## config.mk

```make
export PLATFORM = sky130hd
export DESIGN_NAME = sr_cmd_gen
export DESIGN_NICKNAME = d
export VERILOG_FILES = /design/src/rtl/sr_cmd_pkg.sv /design/src/rtl/sr_debounce.sv /design/src/rtl/sr_cmd_gen.sv
export SDC_FILE = /design/constraint.sdc
export NUM_CORES = 1
export LEC_CHECK = 0
export CORE_MARGIN = 2
export CORE_UTILIZATION = 43
export CTS_CLUSTER_SIZE = 20
export DETAILED_ROUTE_END_ITERATION = 8
export GPL_ROUTABILITY_DRIVEN = 0
export PLACE_DENSITY = 0.66
export SETUP_SLACK_MARGIN = 0.5
export SYNTH_ARGS = -nofsm -noshare
export SYNTH_HDL_FRONTEND = slang
export SYNTH_SLANG_ARGS = --single-unit
```

## constraint.sdc

```tcl
create_clock -name clk -period 2.7 [get_ports clk]
set_input_delay 0.81 -clock clk [delete_from_list [all_inputs] [get_ports clk]]
set_output_delay 0.81 -clock clk [all_outputs]
set_load 0.02 [all_outputs]
```

## src/rtl/sr_cmd_pkg.sv

```systemverilog
// Shared types for the SR command generator: FSM states, command kinds
// and the default debounce length.
package sr_cmd_pkg;

  localparam int DEB_CYCLES_DEF = 4;

  typedef enum logic [1:0] {
    IDLE  = 2'd0,
    PULSE = 2'd1,
    CHECK = 2'd2
  } state_t;

  typedef enum logic {
    CMD_SET = 1'b0,
    CMD_CLR = 1'b1
  } cmd_t;

endpackage

```

## src/rtl/sr_debounce.sv

```systemverilog
// Single-input debouncer: one sync flop, a run-length counter and the
// debounced level. rise_o is high in the cycle whose closing edge flips the
// debounced value from 0 to 1, so a consumer can latch it on that same edge.
module sr_debounce
  import sr_cmd_pkg::*;
#(
  parameter int DEB_CYCLES = DEB_CYCLES_DEF,
  parameter int CNT_W      = 3
) (
  input  logic clk,
  input  logic rst,
  input  logic raw_i,
  output logic rise_o
);

  logic             sync_q;
  logic             deb_q, deb_d;
  logic [CNT_W-1:0] cnt_q, cnt_d;

  // Count consecutive disagreements; flip the debounced level when the run
  // would reach DEB_CYCLES.
  always_comb begin
    cnt_d = cnt_q;
    deb_d = deb_q;
    if (sync_q == deb_q) begin
      cnt_d = '0;
    end else if (cnt_q == CNT_W'(DEB_CYCLES - 1)) begin
      cnt_d = '0;
      deb_d = ~deb_q;
    end else begin
      cnt_d = cnt_q + 1'b1;
    end
  end

  assign rise_o = deb_d & ~deb_q;

  // Sync flop, debounced level and counter registers.
  always_ff @(posedge clk) begin
    if (rst) begin
      sync_q <= 1'b0;
      deb_q  <= 1'b0;
      cnt_q  <= '0;
    end else begin
      sync_q <= raw_i;
      deb_q  <= deb_d;
      cnt_q  <= cnt_d;
    end
  end

endmodule

```

## src/rtl/sr_cmd_gen.sv

```systemverilog
// SR flip-flop command generator: debounces set/clear requests, turns each
// debounced rising edge into a single s/r pulse (never both at once) and,
// when SR_FB_CHECK_EN is defined, checks q feedback after each command and
// raises a sticky err flag on mismatch. Without the macro the CHECK state
// is skipped, err is 0 and q_fb is ignored.
module sr_cmd_gen
  import sr_cmd_pkg::*;
#(
  parameter int DEB_CYCLES   = DEB_CYCLES_DEF,
  parameter int CNT_W        = 3,
  parameter bit CLR_PRIORITY = 1'b1
) (
  input  logic clk,
  input  logic rst,
  input  logic set_in,
  input  logic clr_in,
  input  logic q_fb,
  output logic s_out,
  output logic r_out,
  output logic busy,
  output logic err
);

  logic   rise_s, rise_r;
  state_t state_q, state_d;
  logic   pend_s_q, pend_s_d;
  logic   pend_r_q, pend_r_d;
  logic   s_q, s_d;
  logic   r_q, r_d;
  cmd_t   cmd;
`ifdef SR_FB_CHECK_EN
  logic   exp_q, exp_d;
  logic   err_q, err_d;
`endif

  sr_debounce #(.DEB_CYCLES(DEB_CYCLES), .CNT_W(CNT_W)) u_deb_set (
    .clk    (clk),
    .rst    (rst),
    .raw_i  (set_in),
    .rise_o (rise_s)
  );

  sr_debounce #(.DEB_CYCLES(DEB_CYCLES), .CNT_W(CNT_W)) u_deb_clr (
    .clk    (clk),
    .rst    (rst),
    .raw_i  (clr_in),
    .rise_o (rise_r)
  );

  // Arbitration, FSM next state, pulse outputs and pending bookkeeping.
  always_comb begin
    state_d  = state_q;
    pend_s_d = pend_s_q;
    pend_r_d = pend_r_q;
    s_d      = 1'b0;
    r_d      = 1'b0;
    cmd      = CMD_SET;
`ifdef SR_FB_CHECK_EN
    exp_d    = exp_q;
    err_d    = err_q;
`endif
    case (state_q)
      IDLE: begin
        if (pend_s_q || pend_r_q) begin
          cmd      = (pend_r_q && (CLR_PRIORITY || !pend_s_q)) ? CMD_CLR : CMD_SET;
          s_d      = (cmd == CMD_SET);
          r_d      = (cmd == CMD_CLR);
          // Winner is consumed; a losing simultaneous request is dropped.
          pend_s_d = 1'b0;
          pend_r_d = 1'b0;
          state_d  = PULSE;
`ifdef SR_FB_CHECK_EN
          exp_d    = (cmd == CMD_SET);
`endif
        end
      end
      PULSE: begin
`ifdef SR_FB_CHECK_EN
        state_d = CHECK;
`else
        state_d = IDLE;
`endif
      end
      CHECK: begin
`ifdef SR_FB_CHECK_EN
        if (q_fb != exp_q) err_d = 1'b1;
`endif
        state_d = IDLE;
      end
      default: state_d = IDLE;
    endcase
    // New debounced edges are latched even while busy; they merge if pending.
    pend_s_d = pend_s_d | rise_s;
    pend_r_d = pend_r_d | rise_r;
  end

  // Control state registers.
  always_ff @(posedge clk) begin
    if (rst) begin
      state_q  <= IDLE;
      pend_s_q <= 1'b0;
      pend_r_q <= 1'b0;
      s_q      <= 1'b0;
      r_q      <= 1'b0;
    end else begin
      state_q  <= state_d;
      pend_s_q <= pend_s_d;
      pend_r_q <= pend_r_d;
      s_q      <= s_d;
      r_q      <= r_d;
    end
  end

`ifdef SR_FB_CHECK_EN
  // Expected q and the sticky mismatch flag.
  always_ff @(posedge clk) begin
    if (rst) begin
      exp_q <= 1'b0;
      err_q <= 1'b0;
    end else begin
      exp_q <= exp_d;
      err_q <= err_d;
    end
  end
  assign err = err_q;
`else
  logic unused_q_fb;
  assign unused_q_fb = q_fb;
  assign err         = 1'b0;
`endif

  assign s_out = s_q;
  assign r_out = r_q;
  assign busy  = (state_q != IDLE);

endmodule

```

==> metrics.md, run 1 <==
| Metric | Value |
|---|---|
| Worst slew pin tran | ~560 ps |
| Global-route usage over all layers | 0.104 |
| Root Driver | clkbuf_4 |
| Cell Area, Synth | roughly 560 sq um |
| Post-CTS setup buffer count | 0 |
| FMAX | 0.470 GHz |
| Core ar. | between 1000 and 1500 sq um |
| Layout Utilization | 0.518 |
| Post-synth EDFFs | 0 |
| Count of final setup violators | 0 |
| Final cell count without fillers | 71 |
| Placed cell count | 67 |
| Clock Latency Late Sink | 270 ps |
| Top-count cell post-synth | dfxtp_1 |
| Top cell family by delay on the critical path | buffers and inverters |
| RSZ-0062 raised after global routing | false |
| Unique masters post-synth | 19 |
| Mapped Nets | 57 |
| Longest Clk Path Bufs | 2 |
| CTS Sinks | 15 |
| Fin. Hold Viols | 0 |
| Fin crit share | 0.787 |
| # diodes | 0 |
| VDD IR max | ~0.25 mV |
| First-pass GRT wire length | around 1.1 mm |
| Post-Syn Instances | between 40 and 50 |
| Synth top cells by count | dfxtp_1, ha_1, nor2_1, nor4_1 |
| Worst hold path class | reg -> reg |
| Ys async rst share | 0 |
| Data arrival time of the worst path | 1320 ps |
| Critical Path, Cell by Cell | clkdlybuf4s50_1 |
| DR pass1 iterations | 2 |
| Via count | ~330 |
| Synth Register Bits | 15 |
| # nets final | 66 |
| DIE AREA | around 1600 sq um |
| Ys flop type | dfxtp_1 |
| Chip width | about 40 um |
| Worst path max stage delay | 630 ps |
| Peak fanout along the critical path | 6 |
| Buffers and inverters on the worst path | 1 |
| Synth area leaders | dfxtp_1, ha_1, nor4b_2, mux2i_1, nor4_1 |
| Power Density | between 500 and 600 nW/um^2 |
| Die Span Y | ~40 um |
| Outcome | finished clean |
| Fraction of layout cells with a size suffix above 1 | 0.161 |
| Routed wl met3 | 35 um |
| Area share of the largest cell type after synthesis | 0.535 |
| CP endpoint kind | output port |
| Cells resized by post-CTS repair | 0 |
| Via count of the first global-routing pass | 280 |
| Worst slew margin | 0.628 |
| CTS tree | done |
| Mapped Avg Cell Area | 11.7 sq um |
| Setup TNS | 0 ps |
| LEAKAGE | roughly 0.23 nW |
| Post-synth top area cell | dfxtp_1 |
| Worst-path clk slew | around 90 ps |
| Sequential-to-total area share from yosys stat | 0.535 |
| Io pins | 9 |
| Min Tclk post-route | between 2000 and 2500 ps |
| Grt ovf | 0 |
| Vias/cell | 4.59 |
| Maxcap violations | 0 |
| Max Transition Viols Final | 0 |
| H-Tree Depth | 1 |
| Initial core utilization | 0.449 |
| Topmost layer with routed signal wires | met4 |
| Iteration-0 DRC Markers | 3 |
| Yosys warns | 0 |
| DR DRC count | 0 |
| Maximum number of pins on one net before global-route repair | 16 |
| CTS Hold Bufs | 0 |
| Crit path launch type | flip-flop |
| Final clock skew | 1.28 ps |
| Site Rows | 13 |
| Final WL | ~600 um |
| Area Overhead vs Synth | 15.6% |
| Metal-1 WL | roughly 350 um |
| Worst Path Required | 1890 ps |
| Slowest cell on the critical path | clkdlybuf4s50_1 |
| Met2 wire len | approximately 230 um |
| Num CTS Buffers | 3 |
| WS Path Type | reg -> out |
| Port Buffers | 6 |
| Initial antenna violation count | 0 |
| Post-DR wirelength/cell | roughly 8.7 um |
| Layout fillers | 110 |
| Antenna Nets Post-Route | 0 |
## registers in the layout, summed over array words and instances (netlist names)
| register | cells |
|---|---|
| u_deb_clr.sync_q | 1 |
| u_deb_clr.deb_q | 1 |
| u_deb_set.cnt_q | 3 |
| pend_s_q | 1 |
| pend_r_q | 1 |
| s_out | 1 |
| u_deb_set.sync_q | 1 |
| r_out | 1 |
| u_deb_set.deb_q | 1 |
| state_q | 1 |
| u_deb_clr.cnt_q | 3 |
## placed cells by master, fill, tap and decap left out, drive strengths merged
master         instances
ha                     4
a21oi                  2
nor4                   4
clkdlybuf4s50          6
conb                   1
nor3                   1
nand2                  2
nor3b                  1
inv                    2
and2b                  2
clkbuf                 3
xnor2                  2
dfxtp                 15
mux2i                  2
nor4b                  3
nand3b                 2
nor2                   3
clkinv                 1
## per-stage QoR
stage | instance area (sq um) | hold slack (ps) | total power [mW] | setup slack [ps]
2_1_floorplan | 562 | 405 | 0.243 | 1420
3_3_place_gp | 622 | 414 | 0.247 | 667
6_report | 649 | 434 | 0.364 | 574
3_5_place_dp | 622 | 421 | 0.247 | 671
4_1_cts | 649 | 433 | 0.367 | 555
5_1_grt | 649 | 470 | 0.378 | 501
## worst paths after layout
| check | from | endpoint | slack (ps) | depth (start not counted) |
|---|---|---|---|---|
| setup / recovery | state_q[0]$_SDFFE_PP0P_ | busy | 570 | 1 |
| hold / removal | u_deb_set.cnt_q[0]$_SDFF_PP0_ | u_deb_set.cnt_q[0]$_SDFF_PP0_ | 430 | 1 |
| setup reg to reg | u_deb_set.cnt_q[0]$_SDFF_PP0_ | u_deb_set.deb_q$_SDFF_PP0_ | 1530 | 4 |
| hold reg to reg | u_deb_set.cnt_q[0]$_SDFF_PP0_ | u_deb_set.cnt_q[0]$_SDFF_PP0_ | 430 | 1 |
## layer usage
metal,track usage,vias to the layer above
met5,0,-
met4,0.0776,0
met3,0.0333,2
met2,0.125,8
met1,0.150,137
li1,-,179
## power breakdown
| group | internal (mW) | switching [mW] | total [mW] |
|---|---|---|---|
| Sequential | 0.224 | 0.00208 | 0.226 |
| Clock | 0.0548 | 0.0670 | 0.122 |
| Combinational | 0.00779 | 0.00757 | 0.0154 |
## logic make-up after synthesis
family | synth area share
flops | 0.535
other cells | 0.00668
fa+ha+maj | 0.0891
buf+inv | 0.0468
simple gates | 0.238
compound gates | 0.0178
mux | 0.0356
xor+xnor | 0.0312
## layout make-up
cell class                      instances  area [sq um]  share of cell area
Timing Repair Buffer                    6          60.1              0.0925
Clock buffer                            3          22.5              0.0347
Multi-Input combinational cell         29           235               0.362
Tap cell                               15          18.8              0.0289
Sequential cell                        15           300               0.462
Clock inverter                          1          5.00             0.00771
Inverter                                2          7.51              0.0116
Power figures use the tool's default switching activity.
==> run 2: changes to the inputs <==
clock period = 2.1 ns   (was 2.7 ns; I/O delays follow)
==> run 2 against run 1 <==
Compared with the run above: final cell count up 2.8%; flip-flop and latch count unchanged; die area stayed put; power is 30% higher; sequential share of layout area fell by 0.53 points; non-clock buffer count increased by 2; critical path type unchanged; highest routed layer unchanged.
==> metrics.md, run 2 (same netlist as run 1, synthesis figures left out) <==
| Metric | Value |
|---|---|
| Outcome | finished clean |
| Reg-to-reg slack, setup | 940 ps |
| Clock Latency Late Sink | about 280 ps |
| Core ar. | about 1300 sq um |
| Power Density | between 700 and 800 nW/um^2 |
| Vias/cell | approximately 4.8 |
| Most common cell after layout, fill and taps aside | dfxtp_1 |
| # diodes | 0 |
| Worst-path clk slew | 80 ps |
| Hold Path Cell Cnt | 1 |
| Maximum number of pins on one net before global-route repair | 9 |
| CTS Hold Bufs | 0 |
| Grt ovf | 0 |
| Iteration-0 DRC Markers | 3 |
| Hold Path Sink | u_deb_clr.cnt_q[0]$_SDFF_PP0_ |
| Die Span Y | about 40 um |
| H-Tree Depth | 1 |
| Worst hold path class | reg -> reg |
| Post-DR wirelength/cell | 10.4 um |
| Setup TNS | 0 ps |
| Data arrival time of the worst path | roughly 900 ps |
| Worst reg2reg startpoint | u_deb_set.cnt_q[0]$_SDFF_PP0_ |
| Top cell family by delay on the critical path | flip-flops |
| Peak fanout along the critical path | 1 |
| Initial antenna violation count | 0 |
| DR DRC count | 0 |
| Longest Clk Path Bufs | 2 |
| WS Path Type | reg -> out |
| VDD IR max | between 0.3 and 0.4 mV |
| First-pass GRT wire length | roughly 1.2 mm |
| Area after DPL | 637 sq um |
| Buffers and inverters on the worst path | 1 |
| RSZ-0062 raised after global routing | false |
| Min Tclk post-route | roughly 1500 ps |
| Io pins | 9 |
| Critical Path, Cell by Cell | dlygate4sd2_1 |
| Max Transition Viols Final | 0 |
| Via count of the first global-routing pass | ~280 |
| Root Driver | clkbuf_4 |
| LEAKAGE | between 0.2 and 0.25 nW |
| Final WL | 760 um |
| Post-DP HPWL | 552 um |
| Fin. Hold Viols | 0 |
| CTS Sinks | 15 |
| Slowest cell on the critical path | dfxtp_1 |
| Antenna Nets Post-Route | 0 |
| Hold WS | about 430 ps |
| Via count | roughly 350 |
| Reg2reg path depth | 4 |
| Worst path max stage delay | around 320 ps |
| Top flop regs | u_deb_clr.cnt_q x3, u_deb_set.cnt_q x3 |
| Count of final setup violators | 0 |
| Final clock skew | ~6 ps |
| Crit path launch type | flip-flop |
| Most frequent cells in the layout | dfxtp_1, ha_1 |
| Num CTS Buffers | 3 |
| CP endpoint kind | output port |
| Port Buffers | 6 |
| CTS tree | done |
| Reg2reg end | u_deb_set.deb_q$_SDFF_PP0_ |
| Hold_sp | u_deb_clr.cnt_q[0]$_SDFF_PP0_ |
| DIE AREA | between 1500 and 2000 sq um |
| Final instance area | between 600 and 700 sq um |
| Maxcap violations | 0 |
| Fin crit share | 0.736 |
| Fraction of layout cells with a size suffix above 1 | 0.190 |
| # nets final | between 60 and 70 |
| FMAX | between 0.6 and 0.7 GHz |
| Global-route usage over all layers | 0.118 |
| Chip width | about 40 um |
| DR pass1 iterations | 2 |
| Site Rows | 13 |
| Post-CTS setup buffer count | 0 |
| Area Overhead vs Synth | 16.9% |
| Worst Path Required | roughly 1500 ps |
| Initial core utilization | 0.449 |
-- run 2: changes by cell type in the layout (fill, tap and decap cells not counted), sizes merged --
cell	previous run	this run
clkinv	1	0
dlygate4sd2	0	1
clkdlybuf4s15	0	1
buf	0	2
clkdlybuf4s50	6	3
clkbuf	3	5
-- run 2: final cells by class --
type | instances | area [sq um]
Multi-Input combinational cell | 29 | 235
Inverter | 2 | 7.51
Timing Repair Buffer | 8 | 68.8
Clock buffer | 4 | 26.3
Sequential cell | 15 | 300
Fill cell | 119 | 596
Tap cell | 15 | 18.8
-- run 2: stage by stage --
| stage | std cells | setup WS [ps] | utilization | power (mW) |
|---|---|---|---|---|
| floorplan | 48 | 996 | - | 0.312 |
| global placement | 69 | 393 | 0.508 | 0.320 |
| detailed placement | 69 | 393 | 0.508 | 0.321 |
| CTS | 73 | 416 | 0.526 | 0.478 |
| global route | 73 | 502 | 0.524 | 0.496 |
| finish | 73 | 554 | 0.524 | 0.471 |
-- run 2: how the worst max path moves through the flow --
stage,from,endpoint,cells after the start
after global placement,rst,u_deb_clr.sync_q$_SDFF_PP0_,3
after floorplan,state_q[0]$_SDFFE_PP0P_,busy,0
after CTS,state_q[0]$_SDFFE_PP0P_,busy,1
final,r_out$_SDFF_PP0_,r_out,1
after detailed placement,rst,u_deb_set.sync_q$_SDFF_PP0_,3
after global routing,r_out$_SDFF_PP0_,r_out,1
-- run 2: layer usage --
layer	vias up	part of all wire	track usage
met4	0	0.014	0.0776
met2	10	0.40	0.165
met1	155	0.53	0.136
met5	-	0	0
met3	2	0.054	0.0667
li1	185	-	-
-- run 2: power breakdown --
part | internal (mW) | switching (mW) | leakage [nW]
clock network | 0.0736 | 0.0835 | 0.0150
registers | 0.288 | 0.00311 | 0.122
logic | 0.0124 | 0.0103 | 0.109
total | 0.374 | 0.0969 | 0.246
-- run 2: repair_timing --
item	in CTS	in global routing
pin swaps	0	0
gates resized for setup	3	3
setup endpoints to repair	3	2
==> run 3: changes to the inputs <==
PLACE_DENSITY = 0.69   (was 0.66)
clock period = 1.3 ns   (was 2.1 ns; I/O delays follow)
==> run 3 against run 2 <==
Compared with the run above: core utilization up 13 points; clock power rose by 62%; final area is 25% higher; power increased by 65%; die area unchanged; worst hold slack improved by 15 ps; wire length rose by 8.0%; combinational power is 130% higher; worst setup slack worse by 360 ps; via count grew 3.7%; register-to-register slack worse by 660 ps; flip-flop and latch count did not move.
==> metrics.md, run 3 (same netlist as run 1, synthesis figures left out) <==
| Metric | Value |
|---|---|
| PnR Total Power | between 700 and 800 uW |
| Antenna Nets Post-Route | 0 |
| Final WL | 821 um |
| FMAX | ~0.9 GHz |
| Final cell count without fillers | 76 |
| VDD IR max | around 0.62 mV |
| Site Rows | 13 |
| Io pins | 9 |
| Fin. Hold Viols | 0 |
| Num CTS Buffers | 3 |
| Die Span Y | approximately 40 um |
| Global-route usage over all layers | 0.117 |
| LEAKAGE | approximately 0.27 nW |
| Top cell family by delay on the critical path | flip-flops |
| Core ar. | approximately 1300 sq um |
| Reg2reg end | u_deb_set.cnt_q[1]$_SDFF_PP0_ |
| Top flop regs | u_deb_clr.cnt_q x3, u_deb_set.cnt_q x3 |
| Peak fanout along the critical path | 2 |
| Final instance area | between 800 and 900 sq um |
| Slowest cell on the critical path | dfxtp_2 |
| H-Tree Depth | 1 |
| Worst slew pin tran | slightly below 500 ps |
| Chip width | between 40 and 50 um |
| DIE AREA | ~1600 sq um |
| Final WS setup | approximately 190 ps |
| CTS Sinks | 15 |
| Hold Path Cell Cnt | 1 |
| Hold Path Sink | u_deb_set.cnt_q[0]$_SDFF_PP0_ |
| Worst Setup SP | state_q[0]$_SDFFE_PP0P_ |
| Min Tclk post-route | approximately 1100 ps |
| Post-DP HPWL | around 550 um |
| Buffers and inverters on the worst path | 1 |
| Count of final setup violators | 0 |
| Initial antenna violation count | 0 |
| Maximum number of pins on one net before global-route repair | 9 |
| # nets final | 71 |
| Worst path max stage delay | approximately 330 ps |
| RSZ-0062 raised after global routing | true |
| Fin crit share | 0.854 |
| Final clock skew | about 1.0 ps |
| Worst slew margin | 0.667 |
| CP endpoint kind | output port |
| Pre-CTS WS | -44.1 ps |
| DR pass1 iterations | 3 |
| Reg2reg path depth | 3 |
| Maxcap violations | 0 |
| Root Driver | clkbuf_4 |
| Clock Latency Late Sink | about 270 ps |
| CTS tree | done |
| Hold_sp | u_deb_set.cnt_q[0]$_SDFF_PP0_ |
| Placed cell count | 70 |
| Power Density | approximately 950 nW/um^2 |
| WS Path Type | reg -> out |
| Worst reg2reg startpoint | u_deb_set.cnt_q[0]$_SDFF_PP0_ |
| Vias/cell | about 4.8 |
| Via count of the first global-routing pass | 259 |
| Port Buffers | 6 |
| Layout Utilization | 0.654 |
| Most frequent cells in the layout | dfxtp_1, dfxtp_2, ha_4, buf_6, buf_4 |
| DR DRC count | 0 |
| Critical Path, Cell by Cell | buf_6 |
| Crit path launch type | flip-flop |
| Worst-path clk slew | 80 ps |
| Initial core utilization | 0.449 |
| Longest Clk Path Bufs | 2 |
| Area after DPL | between 700 and 800 sq um |
| Outcome | finished clean |
| Reg-to-reg slack, setup | between 200 and 300 ps |
| Max Transition Viols Final | 0 |
| Most common cell after layout, fill and taps aside | dfxtp_1 |
| Layout fillers | 95 |
| Grt ovf | 0 |
| Worst Path Required | approximately 910 ps |
| # diodes | 0 |
| Data arrival time of the worst path | ~720 ps |
| Iteration-0 DRC Markers | 9 |
| Fraction of layout cells with a size suffix above 1 | 0.557 |
| Post-DR wirelength/cell | around 11 um |
| Worst hold path class | reg -> reg |
| Via count | 365 |
| First-pass GRT wire length | 1.17 mm |
| Area Overhead vs Synth | 45.9% |
==> run 3: cell types whose count changed in the layout (fill, tap and decap cells not counted), moves of 3 or more <==
cell     previous run  this run
dfxtp_1            15         8
buf_6               0         4
dfxtp_2             0         6
ha_4                0         4
ha_1                4         0
nor4_1              3         0
==> run 3: layout make-up <==
cell class	instances	area (sq um)	area share
Clock buffer	4	26.3	0.0321
Inverter	2	7.51	0.00916
Tap cell	15	18.8	0.0229
Multi-Input combinational cell	29	349	0.426
Sequential cell	15	312	0.380
Timing Repair Buffer	11	106	0.130
==> run 3: how the worst max path moves through the flow <==
stage	end	slack, ps	cells past startpoint
5_1_grt	busy	140	1
2_1_floorplan	u_deb_clr.cnt_q[2]$_SDFF_PP0_	340	3
3_5_place_dp	u_deb_set.cnt_q[2]$_SDFF_PP0_	-40	3
4_1_cts	busy	180	1
3_3_place_gp	u_deb_set.sync_q$_SDFF_PP0_	-30	3
6_report	busy	190	1
==> run 3: worst register-to-register path: stages, from the launching register on <==
cell and delay, ps:
dfxtp_4 370, ha_4 160, ha_4 180, nor4b_2 230
==> run 3: layer usage <==
metal | share of wire | track usage
met2 | 0.46 | 0.133
met3 | 0.050 | 0.0500
met4 | 0.015 | 0.0776
met5 | 0 | 0
met1 | 0.48 | 0.169
==> run 3: timing repair <==
action	CTS	global route
pin swaps	2	0
endpoints found under the setup margin	18	15
gates resized for setup	26	8
cloned	0	0
hold buffers	0	0
buffers inserted	1	1
==> run 3: report_power, final <==
part / internal (mW) / switching (mW)
Combinational: 0.0279 / 0.0236
Sequential: 0.465 / 0.00693
Clock: 0.119 / 0.135
Total: 0.612 / 0.166
==> run 3: stage by stage <==
| stage | hold WS [ps] | TNS, ps |
|---|---|---|
| after floorplan | 413 | 0 |
| after global placement | 422 | -187 |
| after detailed placement | 425 | -295 |
| after CTS | 439 | 0 |
| after global routing | 463 | 0 |
| final | 450 | 0 |
